===== src/rtl/sha1_pkg.sv =====
// Shared types, constants and round helper functions for the streaming SHA-1 engine.
package sha1_pkg;

    localparam int unsigned WORD_W      = 32;
    localparam int unsigned BLOCK_W     = 512;
    localparam int unsigned DIGEST_W    = 160;
    localparam int unsigned WIN_DEPTH   = 16;
    localparam int unsigned SHA1_ROUNDS = 80;

    // Five-word working/chaining state; a (H0) sits in the most significant word.
    typedef struct packed {
        logic [WORD_W-1:0] a;
        logic [WORD_W-1:0] b;
        logic [WORD_W-1:0] c;
        logic [WORD_W-1:0] d;
        logic [WORD_W-1:0] e;
    } sha1_state_t;

    // Rolling message window; element 0 is the MSB word so a block loads directly.
    typedef logic [0:WIN_DEPTH-1][WORD_W-1:0] sha1_win_t;

    typedef enum logic [1:0] {
        ST_IDLE   = 2'd0,
        ST_ROUND  = 2'd1,
        ST_UPDATE = 2'd2,
        ST_OUT    = 2'd3
    } sha1_fsm_t;

    localparam sha1_state_t SHA1_IV = '{
        a: 32'h67452301,
        b: 32'hEFCDAB89,
        c: 32'h98BADCFE,
        d: 32'h10325476,
        e: 32'hC3D2E1F0
    };

    localparam logic [WORD_W-1:0] K_00_19 = 32'h5A827999;
    localparam logic [WORD_W-1:0] K_20_39 = 32'h6ED9EBA1;
    localparam logic [WORD_W-1:0] K_40_59 = 32'h8F1BBCDC;
    localparam logic [WORD_W-1:0] K_60_79 = 32'hCA62C1D6;

    // True rotate-left; n is always a constant in 1..31.
    function automatic logic [WORD_W-1:0] rotl32(input logic [WORD_W-1:0] x, input int unsigned n);
        return (x << n) | (x >> (WORD_W - n));
    endfunction

    function automatic logic [WORD_W-1:0] f_ch(input logic [WORD_W-1:0] b,
                                               input logic [WORD_W-1:0] c,
                                               input logic [WORD_W-1:0] d);
        return (b & c) | (~b & d);
    endfunction

    function automatic logic [WORD_W-1:0] f_par(input logic [WORD_W-1:0] b,
                                                input logic [WORD_W-1:0] c,
                                                input logic [WORD_W-1:0] d);
        return b ^ c ^ d;
    endfunction

    function automatic logic [WORD_W-1:0] f_maj(input logic [WORD_W-1:0] b,
                                                input logic [WORD_W-1:0] c,
                                                input logic [WORD_W-1:0] d);
        return (b & c) | (b & d) | (c & d);
    endfunction

endpackage


===== src/rtl/sha1_round.sv =====
// One combinational SHA-1 round; f and K are chosen from the round's own index so
// chained instances may cross a 20-round group boundary.
module sha1_round
    import sha1_pkg::*;
#(
    parameter int unsigned IDX_W = 7
) (
    input  sha1_state_t        st_i,
    input  logic [WORD_W-1:0]  w_i,
    input  logic [IDX_W-1:0]   t_i,
    output sha1_state_t        st_o
);

    logic [WORD_W-1:0] f_val;
    logic [WORD_W-1:0] k_val;

    // Select round function and constant by round group, then apply the round.
    always_comb begin : p_round
        f_val = f_par(st_i.b, st_i.c, st_i.d);
        k_val = K_60_79;
        if (t_i < IDX_W'(20)) begin
            f_val = f_ch(st_i.b, st_i.c, st_i.d);
            k_val = K_00_19;
        end else if (t_i < IDX_W'(40)) begin
            k_val = K_20_39;
        end else if (t_i < IDX_W'(60)) begin
            f_val = f_maj(st_i.b, st_i.c, st_i.d);
            k_val = K_40_59;
        end
        st_o.a = rotl32(st_i.a, 5) + f_val + st_i.e + k_val + w_i;
        st_o.b = st_i.a;
        st_o.c = rotl32(st_i.b, 30);
        st_o.d = st_i.c;
        st_o.e = st_i.d;
    end

endmodule


===== src/rtl/sha1_stream_core.sv =====
// Multi-block SHA-1 compression engine: valid/ready block input, H chaining across
// blocks, rolling 16-word schedule and ROUNDS_PER_CYCLE rounds per clock.
module sha1_stream_core
    import sha1_pkg::*;
#(
    parameter int unsigned ROUNDS_PER_CYCLE = 1,
    parameter int unsigned IDX_W            = 7
) (
    input  logic                clk,
    input  logic                reset_n,
    input  logic                block_valid,
    output logic                block_ready,
    input  logic [BLOCK_W-1:0]  block_data,
    input  logic                block_first,
    input  logic                block_last,
    input  logic                abort,
    output logic                digest_valid,
    input  logic                digest_ready,
    output logic [DIGEST_W-1:0] digest_data,
    output logic                busy,
    output logic [IDX_W-1:0]    round_idx
);

    localparam int unsigned RPC      = ROUNDS_PER_CYCLE;
    localparam int unsigned LAST_IDX = SHA1_ROUNDS - RPC;

    if (!(RPC == 1 || RPC == 2 || RPC == 4 || RPC == 5)) begin : g_bad_rpc
        $fatal(1, "sha1_stream_core: ROUNDS_PER_CYCLE must be 1, 2, 4 or 5");
    end
    if (IDX_W < 7) begin : g_bad_idx_w
        $fatal(1, "sha1_stream_core: IDX_W must hold 0..80");
    end

    sha1_fsm_t             state_q, state_d;
    sha1_win_t             win_q, win_d, win_adv;
    sha1_state_t           h_q, h_d, h_sum;
    sha1_state_t           work_q, work_d, round_out;
    logic                  last_q, last_d;
    logic [IDX_W-1:0]      ridx_q, ridx_d;
    logic [DIGEST_W-1:0]   digest_q, digest_d;
    logic                  dvalid_q, dvalid_d;
    logic                  bready_q, bready_d;
    logic                  busy_q, busy_d;

    // Round chain: instance k executes round t+k on window word k.
    for (genvar k = 0; k < RPC; k++) begin : g_rnd
        sha1_state_t st_in;
        sha1_state_t st_out;
        if (k == 0) begin : g_head
            assign st_in = work_q;
        end else begin : g_link
            assign st_in = g_rnd[k-1].st_out;
        end
        sha1_round #(.IDX_W(IDX_W)) u_round (
            .st_i (st_in),
            .w_i  (win_q[k]),
            .t_i  (ridx_q + IDX_W'(k)),
            .st_o (st_out)
        );
    end
    assign round_out = g_rnd[RPC-1].st_out;

    // Extend the window by RPC schedule words (later ones may depend on earlier new ones), then shift.
    always_comb begin : p_sched
        logic [WORD_W-1:0] ext [WIN_DEPTH+RPC];
        for (int unsigned j = 0; j < WIN_DEPTH; j++) begin
            ext[j] = win_q[j];
        end
        for (int unsigned j = 0; j < RPC; j++) begin
            ext[WIN_DEPTH+j] = rotl32(ext[13+j] ^ ext[8+j] ^ ext[2+j] ^ ext[j], 1);
        end
        for (int unsigned j = 0; j < WIN_DEPTH; j++) begin
            win_adv[j] = ext[RPC+j];
        end
    end

    // Chaining add of the finished working state into H.
    always_comb begin : p_hsum
        h_sum.a = h_q.a + work_q.a;
        h_sum.b = h_q.b + work_q.b;
        h_sum.c = h_q.c + work_q.c;
        h_sum.d = h_q.d + work_q.d;
        h_sum.e = h_q.e + work_q.e;
    end

    // Next-state and datapath update; abort overrides every transition.
    always_comb begin : p_next
        state_d  = state_q;
        win_d    = win_q;
        h_d      = h_q;
        work_d   = work_q;
        last_d   = last_q;
        ridx_d   = ridx_q;
        digest_d = digest_q;
        dvalid_d = dvalid_q;
        bready_d = bready_q;
        busy_d   = busy_q;

        case (state_q)
            ST_IDLE: begin
                if (block_valid) begin
                    win_d   = sha1_win_t'(block_data);
                    last_d  = block_last;
                    ridx_d  = '0;
                    if (block_first) begin
                        h_d = SHA1_IV;
                    end
                    work_d  = block_first ? SHA1_IV : h_q;
                    state_d = ST_ROUND;
                end
            end
            ST_ROUND: begin
                work_d = round_out;
                win_d  = win_adv;
                if (ridx_q == IDX_W'(LAST_IDX)) begin
                    ridx_d  = '0;
                    state_d = ST_UPDATE;
                end else begin
                    ridx_d = ridx_q + IDX_W'(RPC);
                end
            end
            ST_UPDATE: begin
                h_d = h_sum;
                if (last_q) begin
                    digest_d = DIGEST_W'(h_sum);
                    dvalid_d = 1'b1;
                    state_d  = ST_OUT;
                end else begin
                    state_d = ST_IDLE;
                end
            end
            ST_OUT: begin
                if (digest_ready) begin
                    dvalid_d = 1'b0;
                    state_d  = ST_IDLE;
                end
            end
            default: begin
                state_d = ST_IDLE;
            end
        endcase

        if (abort) begin
            state_d  = ST_IDLE;
            dvalid_d = 1'b0;
            h_d      = SHA1_IV;
            ridx_d   = '0;
        end

        bready_d = (state_d == ST_IDLE);
        busy_d   = (state_d != ST_IDLE);
    end

    // State and datapath registers.
    always_ff @(posedge clk or negedge reset_n) begin : p_regs
        if (!reset_n) begin
            state_q  <= ST_IDLE;
            win_q    <= '0;
            h_q      <= SHA1_IV;
            work_q   <= '0;
            last_q   <= 1'b0;
            ridx_q   <= '0;
            digest_q <= '0;
            dvalid_q <= 1'b0;
            bready_q <= 1'b1;
            busy_q   <= 1'b0;
        end else begin
            state_q  <= state_d;
            win_q    <= win_d;
            h_q      <= h_d;
            work_q   <= work_d;
            last_q   <= last_d;
            ridx_q   <= ridx_d;
            digest_q <= digest_d;
            dvalid_q <= dvalid_d;
            bready_q <= bready_d;
            busy_q   <= busy_d;
        end
    end

    assign block_ready  = bready_q;
    assign busy         = busy_q;
    assign round_idx    = ridx_q;
    assign digest_valid = dvalid_q;
    assign digest_data  = digest_q;

endmodule


===== config.mk =====
export PLATFORM = sky130hd
export DESIGN_NAME = sha1_stream_core
export DESIGN_NICKNAME = d
export VERILOG_FILES = /design/src/rtl/sha1_pkg.sv /design/src/rtl/sha1_round.sv /design/src/rtl/sha1_stream_core.sv
export SDC_FILE = /design/constraint.sdc
export NUM_CORES = 2
export LEC_CHECK = 0
export ABC_AREA = 1
export BUFFER_PORTS_ARGS = -buffer_cell sky130_fd_sc_hd__buf_4
export CORE_MARGIN = 2
export CORE_UTILIZATION = 54
export DETAILED_ROUTE_END_ITERATION = 12
export MAX_ROUTING_LAYER = met4
export PLACE_DENSITY = 0.77
export RECOVER_POWER = 25
export SETUP_SLACK_MARGIN = 0.15
export SLEW_MARGIN = 20
export SYNTH_ARGS = -nofsm -noshare
export SYNTH_HDL_FRONTEND = slang
export SYNTH_SLANG_ARGS = --single-unit

===== constraint.sdc =====
create_clock -name clk -period 3.4 [get_ports clk]
set_input_delay 0.68 -clock clk [delete_from_list [all_inputs] [get_ports clk]]
set_output_delay 0.68 -clock clk [all_outputs]
set_load 0.01 [all_outputs]

==> results_dict.tcl <==
set metrics [dict create \
    status "complete, but fails checks" \
    violations "capacitance limit, slew limit, setup timing" \
    drt_iter0_drc 7570 \
    io_buffers 688 \
    yosys.area.top_type "dfrtp_1" \
    drive_gt1_share_pct 20.2 \
    hpwl_microns 209000 \
    yosysWarnings 0 \
    peakVddDrop_uv 1050 \
    ys_seq_area_share_pct 40.1 \
    worst_skew_pair.late_latency_ps 770 \
    place.gp.congestion 1.14 \
    drv_slew 49 \
    fmax_mhz 270 \
    hold_class "input port to flip-flop" \
    netlist_area_sq_mm 0.0629 \
    period_share_pct 109 \
    fin_crit_ps 3700 \
    fin_nets 10100 \
    via_per_inst 5.90 \
    layout_commonest_cell "nand2_1" \
    synth_area_leaders "dfrtp_1, nand2_1, o211ai_1, inv_1, o21ai_1" \
    antenna_found_initial 56 \
    yosys.area_share.simple_pct 19.2 \
    top_usage_layer "met2" \
    num_io_pins 689 \
    final_cell_mix "nand2_1, buf_4, inv_1" \
    dieArea_sq_mm 0.119 \
    setup_viol 28 \
    layout.cells.non_filler 10900 \
    synth_edf_count 0 \
    num_rows 125 \
    root_buffer "clkbuf_16" \
    p_total_w 0.0713 \
    grtUsageMet3_pct 10.1 \
    r2r_slack_ps -300 \
    fp.coreArea_sq_mm 0.116 \
    cts_buffers 110 \
    grt_pass1_wl_microns 397000 \
    cp-end-kind "flip-flop" \
    start_util_pct 54.3 \
    firstDrtPassIters 8 \
    ys_ff_latch 1005 \
    synth_compound_area_share_pct 20.4 \
    synth_ff_type "dfrtp_1" \
    cap_violations 1 \
    path_class "flip-flop to flip-flop" \
    power_density_mw_per_mm2 904 \
    grt-ovfl-total 0 \
    grt_usage_pct 46.1 \
    p_leak_nw 38.0 \
    grt_max_degree 167 \
    synth_mux_area_share_pct 0 \
    cts_tree "built" \
    syn_inst 8291 \
    wirelength_microns 273000 \
    rsz0062_at_grt "true" \
    slew_headroom_pct -23.3 \
    cts_htree_levels 3 \
    worst_pin_slew_ps 1850 \
    fin_skew_ps 32.7 \
    drc 0 \
    die_w_microns 345 \
    synth_top_area_share_pct 36.7 \
    synth_xor_area_share_pct 2.41 \
    cp-start-kind "flip-flop" \
    setup_ws_ps -297 \
    area_growth_syn_to_layout_pct 25.4 \
    wl_per_cell_microns 25.0 \
    cp.arrival_ps 4340 \
    cts.clk_slew.worst_paths_ps 60 \
    finalHoldViolations 0 \
    place_inst 10600 \
    synth_top_family_by_area "compound AO/OA/AOI/OAI gates" \
    async_flop_share_pct 100 \
    synthAdderAreaFrac_pct 7.74 \
    grt_util_met2_pct 69.2 \
    ant_nets 0 \
    met1_usage_pct 53.7 \
    syn_nets 9129 \
    synth.distinct_cells 49 \
    cp.required_ps 4040 \
    path_max_fanout 6 \
    die_h_microns 345 \
    cts_sinks 1005 \
    post_synth.cell_area_avg_sq_um 7.59 \
    grt_pass1_vias 62000 \
    cts_buffer_depth 3 \
    dr_total_vias 64400 \
]
-- registers in the layout (all words and copies together), names as in the netlist --
register and count:
digest_data 160, busy 1, p_sched.ext 512, g_rnd.st_in 160, round_idx 7, digest_valid 1
block_ready 1, h_q 160, state_q 2, last_q 1
-- final timing paths --
kind	from	cells past startpoint	endpoint
worst max register to register	round_idx[4]	25	g_rnd[0].st_in[135]
max in group asynchronous	reset_n	4	p_sched.ext[74]
worst min register to register	digest_data[123]	2	digest_data[123]
min in group asynchronous	reset_n	2	g_rnd[0].st_in[26]
worst min-delay path	block_data[24]	3	p_sched.ext[56]
worst max-delay path	round_idx[4]	25	g_rnd[0].st_in[135]
-- report_power, final --
group	switching (W)	internal, W
combinational	0.0253	0.0179
sequential	0.00136	0.0138
clock	0.00561	0.00731
total	0.0323	0.0390
-- stage by stage --
step / util [%] / cell area, sq um / setup TNS [ps] / hold WS (ps) / setup slack (ps)
detailed placement: 63.1 / 73100 / -11020 / 466 / -540
global placement: 63.1 / 73100 / -10350 / 462 / -533
CTS: 67.5 / 78200 / -4240 / 143 / -226
global route: 68.1 / 78900 / -38640 / 174 / -426
floorplan: - / 63300 / 0 / 384 / 39.7
finish: 68.1 / 78900 / -5890 / 145 / -297
-- metal layers --
metal	part of all wire [%]	up-vias
met4	9.8	0
met3	9.4	1035
li1	-	29300
met5	0	-
met1	36	30500
met2	44	3622
-- synthesized netlist by cell type, types with 17 or more instances --
cell         n
a211oi_1    24
a21o_1      20
a21oi_1    285
a221oi_1    17
a22o_1      22
buf_1       34
buf_2      109
buf_4       53
clkbuf_1   222
dfrtp_1    924
dfstp_2     81
fa_1       117
ha_1       202
inv_1     1160
nand2_1   2134
nand3_1    307
nand4_1     19
nor2_1     485
nor3_1      51
o211ai_1   593
o21a_1      39
o21ai_0    527
o21ai_1    528
o21bai_1    30
o22ai_1     34
xnor2_1    120
xor2_1      53
-- worst max-delay path, stage by stage (launching register included) --
cell and delay, ps:
dfrtp_2 460, nand2_4 110, inv_4 40, nand2_4 70, nand3_4 130, nand2_4 150
inv_8 50, buf_6 120, a221oi_4 320, buf_4 180, fa_1 420, inv_2 80
ha_4 130, inv_2 40, fa_2 350, inv_2 70, nand2_2 60, nand3_4 140
buf_6 110, buf_6 80, buf_6 80, a21oi_2 40, o21ai_1 110, o21ai_1 80
nand2_1 70, o21ai_1 60
-- layout make-up --
cell class | instances | area, sq um
tap | 1524 | 1910
timing repair buffer | 1266 | 10100
fill | 9735 | 37000
sequential | 1005 | 25300
clock inverter | 59 | 707
multi-input combinational | 5689 | 33100
antenna | 57 | 143
inverter | 1174 | 4460
clock buffer | 148 | 3180
-- cells by family (layout without fill, tap and decap cells) --
kind of cell / after synthesis / count (layout)
compound gates: 2156 / 2156
xor+xnor: 173 / 173
fa+ha+maj: 319 / 319
buf+inv: 1597 / 2647
flops: 1005 / 1005
other cells: 0 / 57
simple gates: 3041 / 3041
-- timing repair --
item,in CTS,in global routing
pin swaps,72,45
setup endpoints to repair,30,34
setup buffers,21,15
resized for setup,258,126
endpoints found under the hold margin,25,0
hold buffers,1,0
No activity file was read; power rests on OpenSTA's default activity.
